[src/rtl/id_ex_pipe.sv]
// ID/EX pipeline register with load-use hazard detection, branch flush and
// saturating stall/flush event counters.
module id_ex_pipe #(
    parameter int DATA_W = 32,
    parameter int PC_W   = 9,
    parameter int CNT_W  = 16
) (
    input  logic              clk,
    input  logic              reset,
    input  logic              id_valid,
    input  logic [PC_W-1:0]   id_pc,
    input  logic [31:0]       id_instr,
    input  logic [DATA_W-1:0] id_rd1,
    input  logic [DATA_W-1:0] id_rd2,
    input  logic [DATA_W-1:0] id_imm,
    input  logic              id_ALU_src,
    input  logic              id_WB_data_src,
    input  logic              id_reg_write,
    input  logic              id_mem_read,
    input  logic              id_mem_write,
    input  logic [1:0]        id_ALU_op,
    input  logic              ex_branch_taken,
    output logic              ex_valid,
    output logic [PC_W-1:0]   ex_pc,
    output logic [DATA_W-1:0] ex_rd1,
    output logic [DATA_W-1:0] ex_rd2,
    output logic [DATA_W-1:0] ex_imm,
    output logic [4:0]        ex_rs1,
    output logic [4:0]        ex_rs2,
    output logic [4:0]        ex_rd,
    output logic [2:0]        ex_funct3,
    output logic [6:0]        ex_funct7,
    output logic              ex_ALU_src,
    output logic              ex_WB_data_src,
    output logic              ex_reg_write,
    output logic              ex_mem_read,
    output logic              ex_mem_write,
    output logic [1:0]        ex_ALU_op,
    output logic              stall,
    output logic [CNT_W-1:0]  stall_count,
    output logic [CNT_W-1:0]  flush_count
);

    localparam logic [6:0] OPC_OP     = 7'b0110011;
    localparam logic [6:0] OPC_OP_IMM = 7'b0010011;
    localparam logic [6:0] OPC_LOAD   = 7'b0000011;
    localparam logic [6:0] OPC_STORE  = 7'b0100011;
    localparam logic [6:0] OPC_BRANCH = 7'b1100011;
    localparam logic [6:0] OPC_JALR   = 7'b1100111;

    logic [6:0] id_opcode;
    logic [4:0] id_rs1;
    logic [4:0] id_rs2;
    logic [4:0] id_rd;
    logic [2:0] id_funct3;
    logic [6:0] id_funct7;
    logic       rs1_used;
    logic       rs2_used;
    logic       hazard;
    logic       capture;

    logic              ex_valid_q, ex_valid_d;
    logic [PC_W-1:0]   ex_pc_q, ex_pc_d;
    logic [DATA_W-1:0] ex_rd1_q, ex_rd1_d;
    logic [DATA_W-1:0] ex_rd2_q, ex_rd2_d;
    logic [DATA_W-1:0] ex_imm_q, ex_imm_d;
    logic [4:0]        ex_rs1_q, ex_rs1_d;
    logic [4:0]        ex_rs2_q, ex_rs2_d;
    logic [4:0]        ex_rd_q, ex_rd_d;
    logic [2:0]        ex_funct3_q, ex_funct3_d;
    logic [6:0]        ex_funct7_q, ex_funct7_d;
    logic              ex_ALU_src_q, ex_ALU_src_d;
    logic              ex_WB_data_src_q, ex_WB_data_src_d;
    logic              ex_reg_write_q, ex_reg_write_d;
    logic              ex_mem_read_q, ex_mem_read_d;
    logic              ex_mem_write_q, ex_mem_write_d;
    logic [1:0]        ex_ALU_op_q, ex_ALU_op_d;
    logic [CNT_W-1:0]  stall_count_q, stall_count_d;
    logic [CNT_W-1:0]  flush_count_q, flush_count_d;

    always_comb begin
        id_opcode = id_instr[6:0];
        id_rd     = id_instr[11:7];
        id_funct3 = id_instr[14:12];
        id_rs1    = id_instr[19:15];
        id_rs2    = id_instr[24:20];
        id_funct7 = id_instr[31:25];
    end

    // Only opcodes that actually read a source register can create a load-use hazard.
    always_comb begin
        rs1_used = 1'b0;
        rs2_used = 1'b0;
        case (id_opcode)
            OPC_OP:     begin rs1_used = 1'b1; rs2_used = 1'b1; end
            OPC_STORE:  begin rs1_used = 1'b1; rs2_used = 1'b1; end
            OPC_BRANCH: begin rs1_used = 1'b1; rs2_used = 1'b1; end
            OPC_OP_IMM: rs1_used = 1'b1;
            OPC_LOAD:   rs1_used = 1'b1;
            OPC_JALR:   rs1_used = 1'b1;
            default: begin
                rs1_used = 1'b0;
                rs2_used = 1'b0;
            end
        endcase
    end

    always_comb begin
        hazard = ex_valid_q && ex_mem_read_q && id_valid && (ex_rd_q != 5'd0) &&
                 (((ex_rd_q == id_rs1) && rs1_used) || ((ex_rd_q == id_rs2) && rs2_used));
        stall   = hazard && !ex_branch_taken;
        capture = !ex_branch_taken && !stall && id_valid;
    end

    // Every non-capture case (flush, stall, empty decode) loads an all-zero bubble.
    always_comb begin
        ex_valid_d       = 1'b0;
        ex_pc_d          = '0;
        ex_rd1_d         = '0;
        ex_rd2_d         = '0;
        ex_imm_d         = '0;
        ex_rs1_d         = 5'd0;
        ex_rs2_d         = 5'd0;
        ex_rd_d          = 5'd0;
        ex_funct3_d      = 3'd0;
        ex_funct7_d      = 7'd0;
        ex_ALU_src_d     = 1'b0;
        ex_WB_data_src_d = 1'b0;
        ex_reg_write_d   = 1'b0;
        ex_mem_read_d    = 1'b0;
        ex_mem_write_d   = 1'b0;
        ex_ALU_op_d      = 2'd0;
        if (capture) begin
            ex_valid_d       = 1'b1;
            ex_pc_d          = id_pc;
            ex_rd1_d         = id_rd1;
            ex_rd2_d         = id_rd2;
            ex_imm_d         = id_imm;
            ex_rs1_d         = id_rs1;
            ex_rs2_d         = id_rs2;
            ex_rd_d          = id_rd;
            ex_funct3_d      = id_funct3;
            ex_funct7_d      = id_funct7;
            ex_ALU_src_d     = id_ALU_src;
            ex_WB_data_src_d = id_WB_data_src;
            ex_reg_write_d   = id_reg_write;
            ex_mem_read_d    = id_mem_read;
            ex_mem_write_d   = id_mem_write;
            ex_ALU_op_d      = id_ALU_op;
        end
    end

    always_comb begin
        stall_count_d = stall_count_q;
        flush_count_d = flush_count_q;
        if (stall && (stall_count_q != '1)) begin
            stall_count_d = stall_count_q + 1'b1;
        end
        if (ex_branch_taken && (flush_count_q != '1)) begin
            flush_count_d = flush_count_q + 1'b1;
        end
    end

    always_ff @(posedge clk) begin
        if (reset) begin
            ex_valid_q       <= 1'b0;
            ex_pc_q          <= '0;
            ex_rd1_q         <= '0;
            ex_rd2_q         <= '0;
            ex_imm_q         <= '0;
            ex_rs1_q         <= 5'd0;
            ex_rs2_q         <= 5'd0;
            ex_rd_q          <= 5'd0;
            ex_funct3_q      <= 3'd0;
            ex_funct7_q      <= 7'd0;
            ex_ALU_src_q     <= 1'b0;
            ex_WB_data_src_q <= 1'b0;
            ex_reg_write_q   <= 1'b0;
            ex_mem_read_q    <= 1'b0;
            ex_mem_write_q   <= 1'b0;
            ex_ALU_op_q      <= 2'd0;
            stall_count_q    <= '0;
            flush_count_q    <= '0;
        end else begin
            ex_valid_q       <= ex_valid_d;
            ex_pc_q          <= ex_pc_d;
            ex_rd1_q         <= ex_rd1_d;
            ex_rd2_q         <= ex_rd2_d;
            ex_imm_q         <= ex_imm_d;
            ex_rs1_q         <= ex_rs1_d;
            ex_rs2_q         <= ex_rs2_d;
            ex_rd_q          <= ex_rd_d;
            ex_funct3_q      <= ex_funct3_d;
            ex_funct7_q      <= ex_funct7_d;
            ex_ALU_src_q     <= ex_ALU_src_d;
            ex_WB_data_src_q <= ex_WB_data_src_d;
            ex_reg_write_q   <= ex_reg_write_d;
            ex_mem_read_q    <= ex_mem_read_d;
            ex_mem_write_q   <= ex_mem_write_d;
            ex_ALU_op_q      <= ex_ALU_op_d;
            stall_count_q    <= stall_count_d;
            flush_count_q    <= flush_count_d;
        end
    end

    assign ex_valid       = ex_valid_q;
    assign ex_pc          = ex_pc_q;
    assign ex_rd1         = ex_rd1_q;
    assign ex_rd2         = ex_rd2_q;
    assign ex_imm         = ex_imm_q;
    assign ex_rs1         = ex_rs1_q;
    assign ex_rs2         = ex_rs2_q;
    assign ex_rd          = ex_rd_q;
    assign ex_funct3      = ex_funct3_q;
    assign ex_funct7      = ex_funct7_q;
    assign ex_ALU_src     = ex_ALU_src_q;
    assign ex_WB_data_src = ex_WB_data_src_q;
    assign ex_reg_write   = ex_reg_write_q;
    assign ex_mem_read    = ex_mem_read_q;
    assign ex_mem_write   = ex_mem_write_q;
    assign ex_ALU_op      = ex_ALU_op_q;
    assign stall_count    = stall_count_q;
    assign flush_count    = flush_count_q;

endmodule

[config.mk]
export PLATFORM = sky130hd
export DESIGN_NAME = id_ex_pipe
export DESIGN_NICKNAME = d
export VERILOG_FILES = /design/src/rtl/id_ex_pipe.sv
export SDC_FILE = /design/constraint.sdc
export NUM_CORES = 1
export LEC_CHECK = 0
export CORE_MARGIN = 5
export CORE_UTILIZATION = 41
export CTS_CLUSTER_SIZE = 16
export DETAILED_ROUTE_END_ITERATION = 16
export PLACE_DENSITY_LB_ADDON = 0.12
export SYNTH_ARGS = -nofsm -noshare
export SYNTH_HDL_FRONTEND = slang
export SYNTH_SLANG_ARGS = --single-unit
export TNS_END_PERCENT = 1
[constraint.sdc]
create_clock -name clk -period 3.5 [get_ports clk]
set_clock_uncertainty 0.2 [all_clocks]
set_input_delay 0.7 -clock clk [delete_from_list [all_inputs] [get_ports clk]]
set_output_delay 0.7 -clock clk [all_outputs]
set_load 0.03 [all_outputs]
Word-level counts from Yosys, hierarchy flattened
Index checks and enable logic that the tools add are counted.

word-level totals
  register bits after elaboration = 170
  input bits = 148
  output and inout port bits = 171
  word-level logic and storage cells = 52

operators by class
  add/subtract/negate cells = 2
  equality and inequality tests = 10
  muxes and demuxes = 3
  bitwise operators = 1
  reduce and logical (&&, ||, !) cells = 18

operators by type and width
  kind                                                                    number
  16-bit by 1-bit adder with 16-bit output (second input constant)        2
  16-bit != test (second input constant)                                  2
  7-bit by 6-bit equality test with 1-bit output (second input constant)  2
  7-bit equality test (second input constant)                             2
  1-bit logical AND                                                       11
  5-bit equality test                                                     2
  7-bit by 2-bit equality test with 1-bit output (second input constant)  1
  7-bit by 5-bit equality test with 1-bit output (second input constant)  1
  6-bit OR reduction                                                      1
  5-bit nonzero test                                                      1
  1-bit 2-to-1 mux                                                        3
  3-bit OR reduction                                                      1
  1-bit zero test                                                         2
  2-bit OR reduction                                                      1
  1-bit logical OR                                                        1
  1-bit NOT                                                               1

Logic depth before layout (Yosys ltp)
  depth after elaboration = 12
  depth in mapped cells = 7
  depth with buffers taken out = 6

Worst setup path after synthesis
Ideal clock, no wire load.

  path kind = input to output
  start point = in id_instr[18]
  end point = out stall
  arrival time = 2.286 ns
  required time = 2.600 ns
  setup slack = 0.314 ns
  stages on the path = 6
  buffers on the path = 2
  cell sequence = xor2_1 -> nor4_1 -> a22oi_1 -> buf_2 -> clkbuf_1 -> nor3_1

on the way
  cells in the longest elaborated chain, start to end = 5

ends and longest elaborated chain
  item                 RTL line  RTL
  start: declaration   12        input logic [31:0] id_instr,
  5-bit equality test  110       (((ex_rd_q == id_rs1) && rs1_used) || ((ex_rd_q == id_rs2) && rs2_used));
  1-bit logical AND    110
  1-bit logical OR     110
  1-bit logical AND    109       hazard = ex_valid_q && ex_mem_read_q && id_valid && (ex_rd_q != 5'd0) &&
  1-bit logical AND    111       stall = hazard && !ex_branch_taken;
  end: declaration     39        output logic stall,

No other way between the ends.

Worst setup path after layout
Ends and elaborated chain as after synthesis.

==> results.toml <==
[sta]
slew_headroom_pct = 63.2
worst_pin_slew_ns = 0.550
final.period_utilization_pct = 91.7
period_needed_ns = 3.21
tns_ns = 0
rsz0062_at_grt = "false"
fmax_mhz = 312
slew_violations = 0
final-hold-violation-count = 0
setup_viol = 0

[synthesis]
yosysMostFrequentCell = "dfxtp_1"
synth_ff_type = "dfxtp_1"
syn_inst = 513
syn-cell-area_um2 = 5580
synth_top_cell_area_share_pct = 61.0
synth-seq-area-share_pct = 61.0
synth_edf_count = 0
async_reset_ff_share_pct = 0
ys_ff_latch = 170
synth_top_cell_by_area = "dfxtp_1"
syn_nets = 663
synthTopCellsByCount = "dfxtp_1, and2_1, nor2_1"
ys_warn_count = 0
synth_area_leaders = "dfxtp_1, and2_1, xor2_1"
synth.distinct_cells = 48
synth.avg_cell_area_um2 = 10.9

[place]
place_area_um2 = 8920
gp_congestion = 0.887
dp_cells = 987
dp_hpwl_um = 14200
portBuffers = 318

[global_route]
grt_pass1_wl_um = 27100
grt_overflow = 0
grt_pass1_vias = 5052
antenna_found_initial = 1
groute.usage.overall_pct = 22.2
grt_max_degree = 91

[setup_path]
cp_max_fo = 2
cp.required_ns = 2.60
end_kind = "output port"
worstSetupStartpointType = "input pin"
arrival_ns = 2.31
critPathKind = "in -> out"

[floorplanning]
die_x_um = 127
die_height_um = 127
start_util_pct = 42.0
rows = 42
die_area_um2 = 16100
core_area_um2 = 13300
io_pins = 319

[cells_and_area]
final_nets = 980
syn_to_final_growth_pct = 70.7
multi_input_area_um2 = 2060
drive_above_1_share_pct = 5.94
ff_latch_area_um2 = 3400
stdcell_count = 1018
nFillCells = 975
design_area_um2 = 9530
n_antenna_cell = 0
final_util_pct = 71.7

[pwr]
power_density_nw_per_um2 = 455
ir_drop_uv = 459
totalPowerFinal_mw = 4.33
p_leak_nw = 3.57

[drt]
first_iter_violations = 322
first_pass_iters = 4
final_antenna_net_count = 0
vias = 4776
drcViolationCount = 0
routed_wirelength_um = 18100
viasPerCell = 4.69
wl_per_cell_um = 17.8

[clock_network]
cts_buffers = 17
post_cts_buffers = 0
clkTransAtPathRegs_ns = 0.06
clock_path_buffers = 2
htreeDepth = 4
cts_tree = "done"
cts_sinks = 170
hold_buffers = 0
worstSkewPairLatency_ns = 0.41
cts-root-buf = "clkbuf_16"

[run]
cap_violations = 0

[status]
status = "complete, no violations"

[hold_path]
min_path_type = "reg -> reg"
-- final cells by class --
type                    count  share of cell area (%)
flip-flops and latches    170                    35.7
repair buffers            323                    33.9
multi-input cells         316                    21.6
clock buffers              18                    4.61
well taps                 176                    2.31
clock inverters            13                    1.73
inverters                   2                  0.0788
-- registers in the layout, summed over array words and instances, names as in the netlist --
name	flops
ex_funct3	3
ex_rd2	32
ex_reg_write	1
ex_imm	32
ex_valid	1
ex_rd	5
ex_ALU_src	1
ex_ALU_op	2
flush_count	16
ex_rd1	32
stall_count	16
ex_funct7	7
ex_rs1	5
ex_rs2	5
ex_WB_data_src	1
ex_mem_write	1
ex_mem_read	1
ex_pc	9
-- cell usage in the layout (no fill, tap or decap), types with 5 or more instances in the layout --
| cell type | synthesis | layout |
|---|---|---|
| xnor2_1 | 6 | 6 |
| nand4_1 | 12 | 12 |
| or4_1 | 8 | 8 |
| xor2_1 | 16 | 16 |
| o21ai_0 | 5 | 5 |
| nand3_1 | 14 | 14 |
| nor2b_1 | 6 | 6 |
| clkbuf_16 | 0 | 17 |
| nor2_1 | 24 | 24 |
| or3_1 | 7 | 7 |
| clkdlybuf4s50_1 | 0 | 317 |
| a21oi_1 | 13 | 13 |
| and2_1 | 137 | 137 |
| dfxtp_1 | 170 | 170 |
| buf_4 | 0 | 5 |
| nor3_1 | 5 | 5 |
| nand2_1 | 12 | 12 |
| nor4_1 | 9 | 8 |
| o31ai_1 | 6 | 6 |
-- final timing paths --
path | start | endpoint | slack (ns) | depth (start not counted)
max | id_instr[18] | stall | 0.29 | 6
min | stall_count[12] | stall_count[12] | 0.32 | 2
max reg2reg | ex_rd[3] | ex_rd1[29] | 1.01 | 7
min reg2reg | stall_count[12] | stall_count[12] | 0.32 | 2
-- critical path, cell delays in order --
cell and delay, ns:
clkdlybuf4s50_1 0.43, xor2_1 0.16, nor4_2 0.37, a22oi_1 0.19, nor3_1 0.25, buf_4 0.21
-- power breakdown --
| group | internal (mW) | switching (mW) |
|---|---|---|
| clock network | 1.14 | 0.763 |
| registers | 1.98 | 0.0173 |
| logic | 0.248 | 0.182 |
-- metrics by stage --
stage | hold slack, ns | setup WS (ns)
6_report | 0.322 | 0.291
5_1_grt | 0.351 | 0.0915
4_1_cts | 0.318 | 0.142
3_5_place_dp | 0.295 | 0.149
3_3_place_gp | 0.286 | 0.165
2_1_floorplan | 0.414 | 0.314
-- kinds of logic after synthesis --
family	synth area share (%)
xor+xnor	3.45
mux	1.32
simple gates	27.6
fa+ha+maj	0.448
flops	61.0
buf+inv	2.35
compound gates	3.90
-- layer usage --
metal / wire [um] / vias up / track usage, %
met5: 7 / - / 0
met4: 549 / 2 / 9.78
met2: 9710 / 201 / 40.5
li1: - / 2343 / -
met1: 6090 / 2194 / 21.4
met3: 1730 / 36 / 10.2
-- what timing repair did --
action | CTS | global route
setup endpoints to repair | 0 | 1
resized for setup | 0 | 1
hold endpoints to repair | 0 | 0
(Power assumes the default switching activity.)
